<file path="src/rtl/fsk_mod.sv">
// fsk_mod: FSK modulation stage between the packet transmitter and the DCO.
// It queues serial bits from the transmitter in a 4-entry FIFO and turns each
// bit into a frequency control word centre +/- FDEV. It also sequences the PA
// enable through warm-up, modulation and ramp-down.
// Optional build macro: FSK_MOD_SHAPING_EN. When defined, the offset ramps
// linearly at DEV_STEP per clock. Otherwise, the offset jumps straight to its
// target.
module fsk_mod #(
    parameter int CLK_PER_BIT = 16,
    parameter int FCW_W       = 16,
    parameter int CH_IDX_W    = 6,
    parameter int CH_BASE     = 1000,
    parameter int CH_STEP     = 64,
    parameter int DEV_STEP    = 4,
    parameter int RAMP_LEN    = 4,
    parameter int WARMUP_CYC  = 32
) (
    input  logic                clk,
    input  logic                rst,
    input  logic                en,
    input  logic [CH_IDX_W-1:0] ch_idx,
    input  logic                tx,
    input  logic                tx_valid,
    output logic [FCW_W-1:0]    fcw,
    output logic                fcw_valid,
    output logic                pa_en,
    output logic                busy,
    output logic                overflow
);

    localparam int FDEV   = DEV_STEP * RAMP_LEN;
    localparam int OFF_W  = $clog2(FDEV + 1) + 1;
    localparam int BIT_W  = (CLK_PER_BIT > 1) ? $clog2(CLK_PER_BIT) : 1;
    localparam int WARM_W = (WARMUP_CYC > 1) ? $clog2(WARMUP_CYC) : 1;

    typedef enum logic [1:0] {
        IDLE,
        WARMUP,
        MOD,
        RAMPDN
    } state_t;

    // Bit FIFO
    logic       mem [4];
    logic [1:0] rd_ptr;
    logic [1:0] wr_ptr;
    logic [2:0] count;
    logic [2:0] count_n;
    logic       push;
    logic       push_ok;
    logic       pop;
    logic       full;
    logic       head;

    // Modulator state
    state_t                    state;
    state_t                    state_n;
    logic signed [OFF_W-1:0]   offset;
    logic signed [OFF_W-1:0]   offset_n;
    logic signed [OFF_W-1:0]   target;
    logic signed [OFF_W-1:0]   target_n;
    logic [BIT_W-1:0]          bit_cnt;
    logic [BIT_W-1:0]          bit_cnt_n;
    logic [WARM_W-1:0]         warm_cnt;
    logic [WARM_W-1:0]         warm_cnt_n;
    logic [CH_IDX_W-1:0]       ch_lat;
    logic [CH_IDX_W-1:0]       ch_lat_n;
    logic [FCW_W-1:0]          fcw_n;

    // Move cur toward tgt, either one DEV_STEP at a time or in a single jump.
    function automatic logic signed [OFF_W-1:0] step_toward(
        input logic signed [OFF_W-1:0] cur,
        input logic signed [OFF_W-1:0] tgt
    );
`ifdef FSK_MOD_SHAPING_EN
        int c;
        int t;
        c = int'(cur);
        t = int'(tgt);
        if (c < t) begin
            c = (c + DEV_STEP > t) ? t : c + DEV_STEP;
        end else if (c > t) begin
            c = (c - DEV_STEP < t) ? t : c - DEV_STEP;
        end
        return OFF_W'(c);
`else
        return (cur == tgt) ? cur : tgt;
`endif
    endfunction

    // The push is qualified here, and the pop comes from the state machine.
    // A pop frees a slot for a push that arrives in the same cycle.
    assign push    = tx_valid && en;
    assign full    = (count == 3'd4);
    assign push_ok = push && (!full || pop);
    assign head    = mem[rd_ptr];
    assign count_n = count + 3'(push_ok) - 3'(pop);

    // Next-state, offset and counter decode for the modulator sequence
    always_comb begin
        // NOTE: every signal gets a default first so no path can infer a latch.
        state_n    = state;
        offset_n   = offset;
        target_n   = target;
        bit_cnt_n  = bit_cnt;
        warm_cnt_n = warm_cnt;
        ch_lat_n   = ch_lat;
        pop        = 1'b0;
        case (state)
            IDLE: begin
                offset_n = '0;
                if (count != 3'd0) begin
                    state_n    = WARMUP;
                    ch_lat_n   = ch_idx;
                    warm_cnt_n = '0;
                end
            end
            WARMUP: begin
                offset_n = '0;
                if (warm_cnt == WARM_W'(WARMUP_CYC - 1)) begin
                    state_n   = MOD;
                    bit_cnt_n = '0;
                end else begin
                    warm_cnt_n = warm_cnt + 1'b1;
                end
            end
            MOD: begin
                if (bit_cnt == '0) begin
                    if (count != 3'd0) begin
                        pop      = 1'b1;
                        target_n = head ? OFF_W'(FDEV) : OFF_W'(-FDEV);
                    end else begin
                        // Underrun marks the end of the packet, so start heading home.
                        state_n  = RAMPDN;
                        target_n = '0;
                    end
                end
                offset_n  = step_toward(offset, target_n);
                bit_cnt_n = (bit_cnt == BIT_W'(CLK_PER_BIT - 1)) ? '0 : bit_cnt + 1'b1;
            end
            RAMPDN: begin
                if (offset == '0) begin
                    state_n = IDLE;
                end else begin
                    offset_n = step_toward(offset, '0);
                end
            end
            default: begin
                state_n = IDLE;
            end
        endcase
        if (!en) begin
            state_n  = IDLE;
            offset_n = '0;
            pop      = 1'b0;
        end
    end

    // Frequency word for the next cycle: the channel base plus the signed offset, wrapped to FCW_W
    always_comb begin
        fcw_n = FCW_W'(CH_BASE + int'(ch_lat_n) * CH_STEP + int'(offset_n));
    end

    // Modulator state register with outputs registered from the next-state values
    always_ff @(posedge clk) begin
        // NOTE: sequential state uses non-blocking assignments only, so every register samples pre-edge values.
        if (rst) begin
            state     <= IDLE;
            offset    <= '0;
            target    <= '0;
            bit_cnt   <= '0;
            warm_cnt  <= '0;
            ch_lat    <= '0;
            fcw       <= '0;
            fcw_valid <= 1'b0;
            pa_en     <= 1'b0;
            busy      <= 1'b0;
        end else begin
            state     <= state_n;
            offset    <= offset_n;
            target    <= target_n;
            bit_cnt   <= bit_cnt_n;
            warm_cnt  <= warm_cnt_n;
            ch_lat    <= ch_lat_n;
            fcw       <= (state_n == IDLE) ? '0 : fcw_n;
            fcw_valid <= (state_n != IDLE);
            pa_en     <= (state_n != IDLE);
            busy      <= (state_n != IDLE);
        end
    end

    // FIFO pointers, occupancy and sticky overflow. Dropping en flushes all of them.
    always_ff @(posedge clk) begin
        if (rst || !en) begin
            rd_ptr   <= '0;
            wr_ptr   <= '0;
            count    <= '0;
            overflow <= 1'b0;
        end else begin
            if (pop) begin
                rd_ptr <= rd_ptr + 2'd1;
            end
            if (push_ok) begin
                wr_ptr <= wr_ptr + 2'd1;
            end
            count <= count_n;
            if (push && !push_ok) begin
                overflow <= 1'b1;
            end
        end
    end

    // FIFO storage write port
    always_ff @(posedge clk) begin
        // NOTE: storage is not reset; the pointers and count define which entries are valid.
        if (push_ok) begin
            mem[wr_ptr] <= tx;
        end
    end

endmodule
</file>
<file path="config.mk">
export PLATFORM = sky130hd
export DESIGN_NAME = fsk_mod
export DESIGN_NICKNAME = d
export VERILOG_FILES = /design/src/rtl/fsk_mod.sv
export SDC_FILE = /design/constraint.sdc
export NUM_CORES = 1
export LEC_CHECK = 0
export CAP_MARGIN = 20
export CORE_ASPECT_RATIO = 1.4
export CORE_MARGIN = 8
export CORE_UTILIZATION = 55
export CTS_BUF_LIST = sky130_fd_sc_hd__clkbuf_16
export DETAILED_ROUTE_END_ITERATION = 10
export PLACE_DENSITY = 0.83
export REMOVE_ABC_BUFFERS = 1
export SLEW_MARGIN = 20
export SYNTH_ARGS = -nofsm -noshare
export SYNTH_HDL_FRONTEND = slang
export SYNTH_SLANG_ARGS = --single-unit
export TNS_END_PERCENT = 10
</file>
<file path="constraint.sdc">
create_clock -name clk -period 5.25 [get_ports clk]
set_input_delay 0.7875 -clock clk [delete_from_list [all_inputs] [get_ports clk]]
set_output_delay 0.7875 -clock clk [all_outputs]
set_load 0.05 [all_outputs]
</file>
==> results.ini <==
[status]
outcome = completed

[clock_network]
cts_root_buf = clkbuf_16
ctsHoldBuffers = 0
cts_sinks = 59
post_cts_resized = 0
htree_levels = 3
cts_buffers = 9
clk_latency_ps = 330
cts_tree = built
cts_setup_buffers = 0
cts_buffer_depth = 2
clkSlewWorstSetupHoldPaths_ps = 50

[yosys]
synth-edff-count = 4
synth.distinct_cells = 57
async_flop_share_pct = 0
synthCells = 322
synth-seq-area-share_pct = 41.1
ys.flop_type = dfxtp_1
ys_warn_count = 0
avgSynthCellArea_um2 = 9.24
synthesis.area_mm2 = 0.00297
synth-seq-cells = 59

[drt]
finalWirelength_um = 6140
drtIter0Drc = 112
wl_per_cell_um = 14.5
num_vias = 2358
drt_pass1_iterations = 4
ant_nets = 0
vias_per_cell = 5.55
drc = 0

[floorplan]
dieArea_mm2 = 0.00805
placementRows = 31
initial_core_util_pct = 57.2
die_h_um = 103
core_area_mm2 = 0.00520
ios = 31
dieWidth_um = 78.2

[final_layout]
nNetsFinal = 388
drive_gt1_share_pct = 7.80
finalCoreUtilization_pct = 69.2
diodes = 0
areaGrowthSynthToFinish_pct = 20.9
stdcell_area_mm2 = 0.00360

[pwr]
p_clk_share_pct = 50.5
p_seq_share_pct = 42.0
internal_power_w = 0.000851
netSwitchingPower_w = 0.000248
swShare_pct = 22.6
p_per_area_mw_per_mm2 = 306
ir_worst_vdd_mv = 0.274
power_w = 0.00110
combPwrFrac_pct = 7.5
p_leak_nw = 1.48

[timing]
period_minus_slack_ps = 3710
slew_headroom_pct = 54.5
skew_ps = 5.12
final.period_utilization_pct = 70.7
worst_slew_pin_slew_ps = 665
rsz0062_at_grt = false
max_freq_ghz = 0.270
finalHoldViolations = 0
final-setup-viol-count = 0
tns_ps = 0
maxSlewViolCount = 0

[global_route]
antenna_found_initial = 0
grtUsageTotal_pct = 16.2
grt_pass1_wl_um = 10300
grt_start_max_net_pins = 22
grt_overflow = 0
grt_pass1_vias = 2366

[setup_path]
crit_fanout = 9
worstPathArrival_ps = 3920
crit_chain = nor3_4 -> nand2b_1 -> mux2i_1 -> ha_1 -> o21a_1 -> xor2_1 -> ha_1 -> nand2_1 -> o21a_1 -> o21ai_0 -> a221o_2 -> mux2_4
crit_slowest_cell = mux2i_1
start_kind = register
end_kind = register
crit_family = simple AND/OR/NAND/NOR gates
critPathBufInv = 0
slowest_delay_ps = 480
reg2reg_slack_ps = 1540
crit_required_ps = 5460
critPathKind = reg2reg

[run]
cap_violations = 0

[placement]
routabilityCongestion = 0.880
dpl_cell_area_mm2 = 0.00331
dp_hpwl_um = 4580
io_buffers = 30

[worst_hold_path]
hold_path_class = reg2reg

[power by group through the flow]
| stage | registers (W) | logic, W | clock network (W) |
|---|---|---|---|
| global route | 0.000461 | 0.0000901 | 0.000585 |
| global placement | 0.000470 | 0.0000804 | 0 |
| CTS | 0.000461 | 0.0000819 | 0.000566 |
| finish | 0.000462 | 0.0000821 | 0.000555 |
| floorplan | 0.000476 | 0.0000482 | 0 |
| detailed placement | 0.000471 | 0.0000815 | 0 |
[kinds of logic after synthesis]
family          count (synthesis)  synth area share [%]
mux                            10                  3.95
fa+ha+maj                      23                  9.93
simple gates                  131                  23.2
flops                          59                  41.1
buf+inv                        29                  4.33
xor+xnor                       19                  5.60
compound gates                 51                  11.9
[state kept, by name, indices dropped and copies added, names as in the netlist, 3 cells and up, named ones only]
| name | flops |
|---|---|
| bit_cnt | 4 |
| ch_lat | 6 |
| count | 3 |
| fcw | 15 |
| mem | 4 |
| offset | 6 |
| target | 6 |
| warm_cnt | 5 |
[metrics by stage]
stage | instances | setup WS, ps | hold WS (ps)
2_1_floorplan | 311 | 2000 | 435
5_1_grt | 425 | 1350 | 486
3_5_place_dp | 409 | 1540 | 453
3_3_place_gp | 409 | 1600 | 456
4_1_cts | 425 | 1520 | 469
6_report | 425 | 1540 | 463
[final timing paths]
| path | end | startpoint | cells past startpoint |
|---|---|---|---|
| setup / recovery | fcw[14]$_SDFF_PP0_ | count[2]$_SDFF_PP0_ | 12 |
| hold / removal | target[0]$_SDFFE_PP0P_ | target[0]$_SDFFE_PP0P_ | 1 |
| hold reg to reg | target[0]$_SDFFE_PP0P_ | target[0]$_SDFFE_PP0P_ | 1 |
| setup reg to reg | fcw[14]$_SDFF_PP0_ | count[2]$_SDFF_PP0_ | 12 |
[final cells by class]
cell class / instances / area [um^2]
Clock buffer: 9 / 225
Fill cell: 415 / 1600
Timing Repair Buffer: 32 / 315
Tap cell: 66 / 82.6
Inverter: 18 / 67.6
Sequential cell: 59 / 1220
Multi-Input combinational cell: 234 / 1620
Clock inverter: 7 / 60.1
[routing by layer]
layer / vias to the layer above / routed length (um) / share of wire (%) / track usage, %
met3: 12 / 289 / 4.7 / 5.58
met2: 36 / 3390 / 55 / 30.9
met5: - / 0 / 0 / 0
met4: 0 / 148 / 2.4 / 9.01
li1: 1184 / - / - / -
met1: 1126 / 2320 / 38 / 14.4
[cell usage in the layout, fill, tap and decap left out, types with 2 or more instances in the layout]
cell type        Yosys  routed
dfxtp_1             55      55
nor2_1              41      41
clkdlybuf4s50_1      0      30
ha_1                22      22
inv_1               18      19
nand2_1             19      19
and2_1              17      17
a21oi_1             17      17
nor3_1              14      14
xor2_1              10      10
xnor2_1              9       9
clkbuf_16            0       9
mux2i_1              8       8
o21ai_0              7       7
nand3_1              7       7
a21o_1               6       6
nor4_1               6       6
nand2b_1             4       4
nor2b_1              4       4
edfxtp_1             4       4
o21a_1               3       3
and3_1               3       3
clkinv_2             0       3
o41ai_1              2       2
nand4_1              2       2
a2111oi_0            2       2
nor3b_1              2       2
buf_4                3       2
[synthesized netlist by cell type, types with 2 or more instances]
cell | instances | area share [%]
xnor2_1 | 9 | 2.7
inv_1 | 18 | 2.3
a21o_1 | 6 | 1.5
a2111oi_0 | 2 | 0.59
nor3_1 | 14 | 2.4
dfxtp_1 | 55 | 37
edfxtp_1 | 4 | 4.0
o41ai_1 | 2 | 0.59
and2_1 | 17 | 3.6
clkbuf_1 | 6 | 0.76
and3_1 | 3 | 0.63
nor2b_1 | 4 | 0.84
nand2b_1 | 4 | 0.84
nor4_1 | 6 | 1.3
nand2_1 | 19 | 2.4
ha_1 | 22 | 9.3
a21oi_1 | 17 | 2.9
xor2_1 | 10 | 2.9
buf_4 | 3 | 0.76
nor3b_1 | 2 | 0.50
o21ai_0 | 7 | 1.2
o21a_1 | 3 | 0.76
nand4_1 | 2 | 0.42
nor2_1 | 41 | 5.2
nand3_1 | 7 | 1.2
mux2i_1 | 8 | 2.7
[worst register-to-register path, delay by kind of cell, from the launching register on]
| family | cells | cell delay (ps) |
|---|---|---|
| compound gates | 4 | 800 |
| xor+xnor | 1 | 160 |
| fa+ha+maj | 2 | 610 |
| flops | 1 | 350 |
| mux | 2 | 780 |
| simple gates | 3 | 900 |
Note: power is estimated with default switching activity, not from simulation.
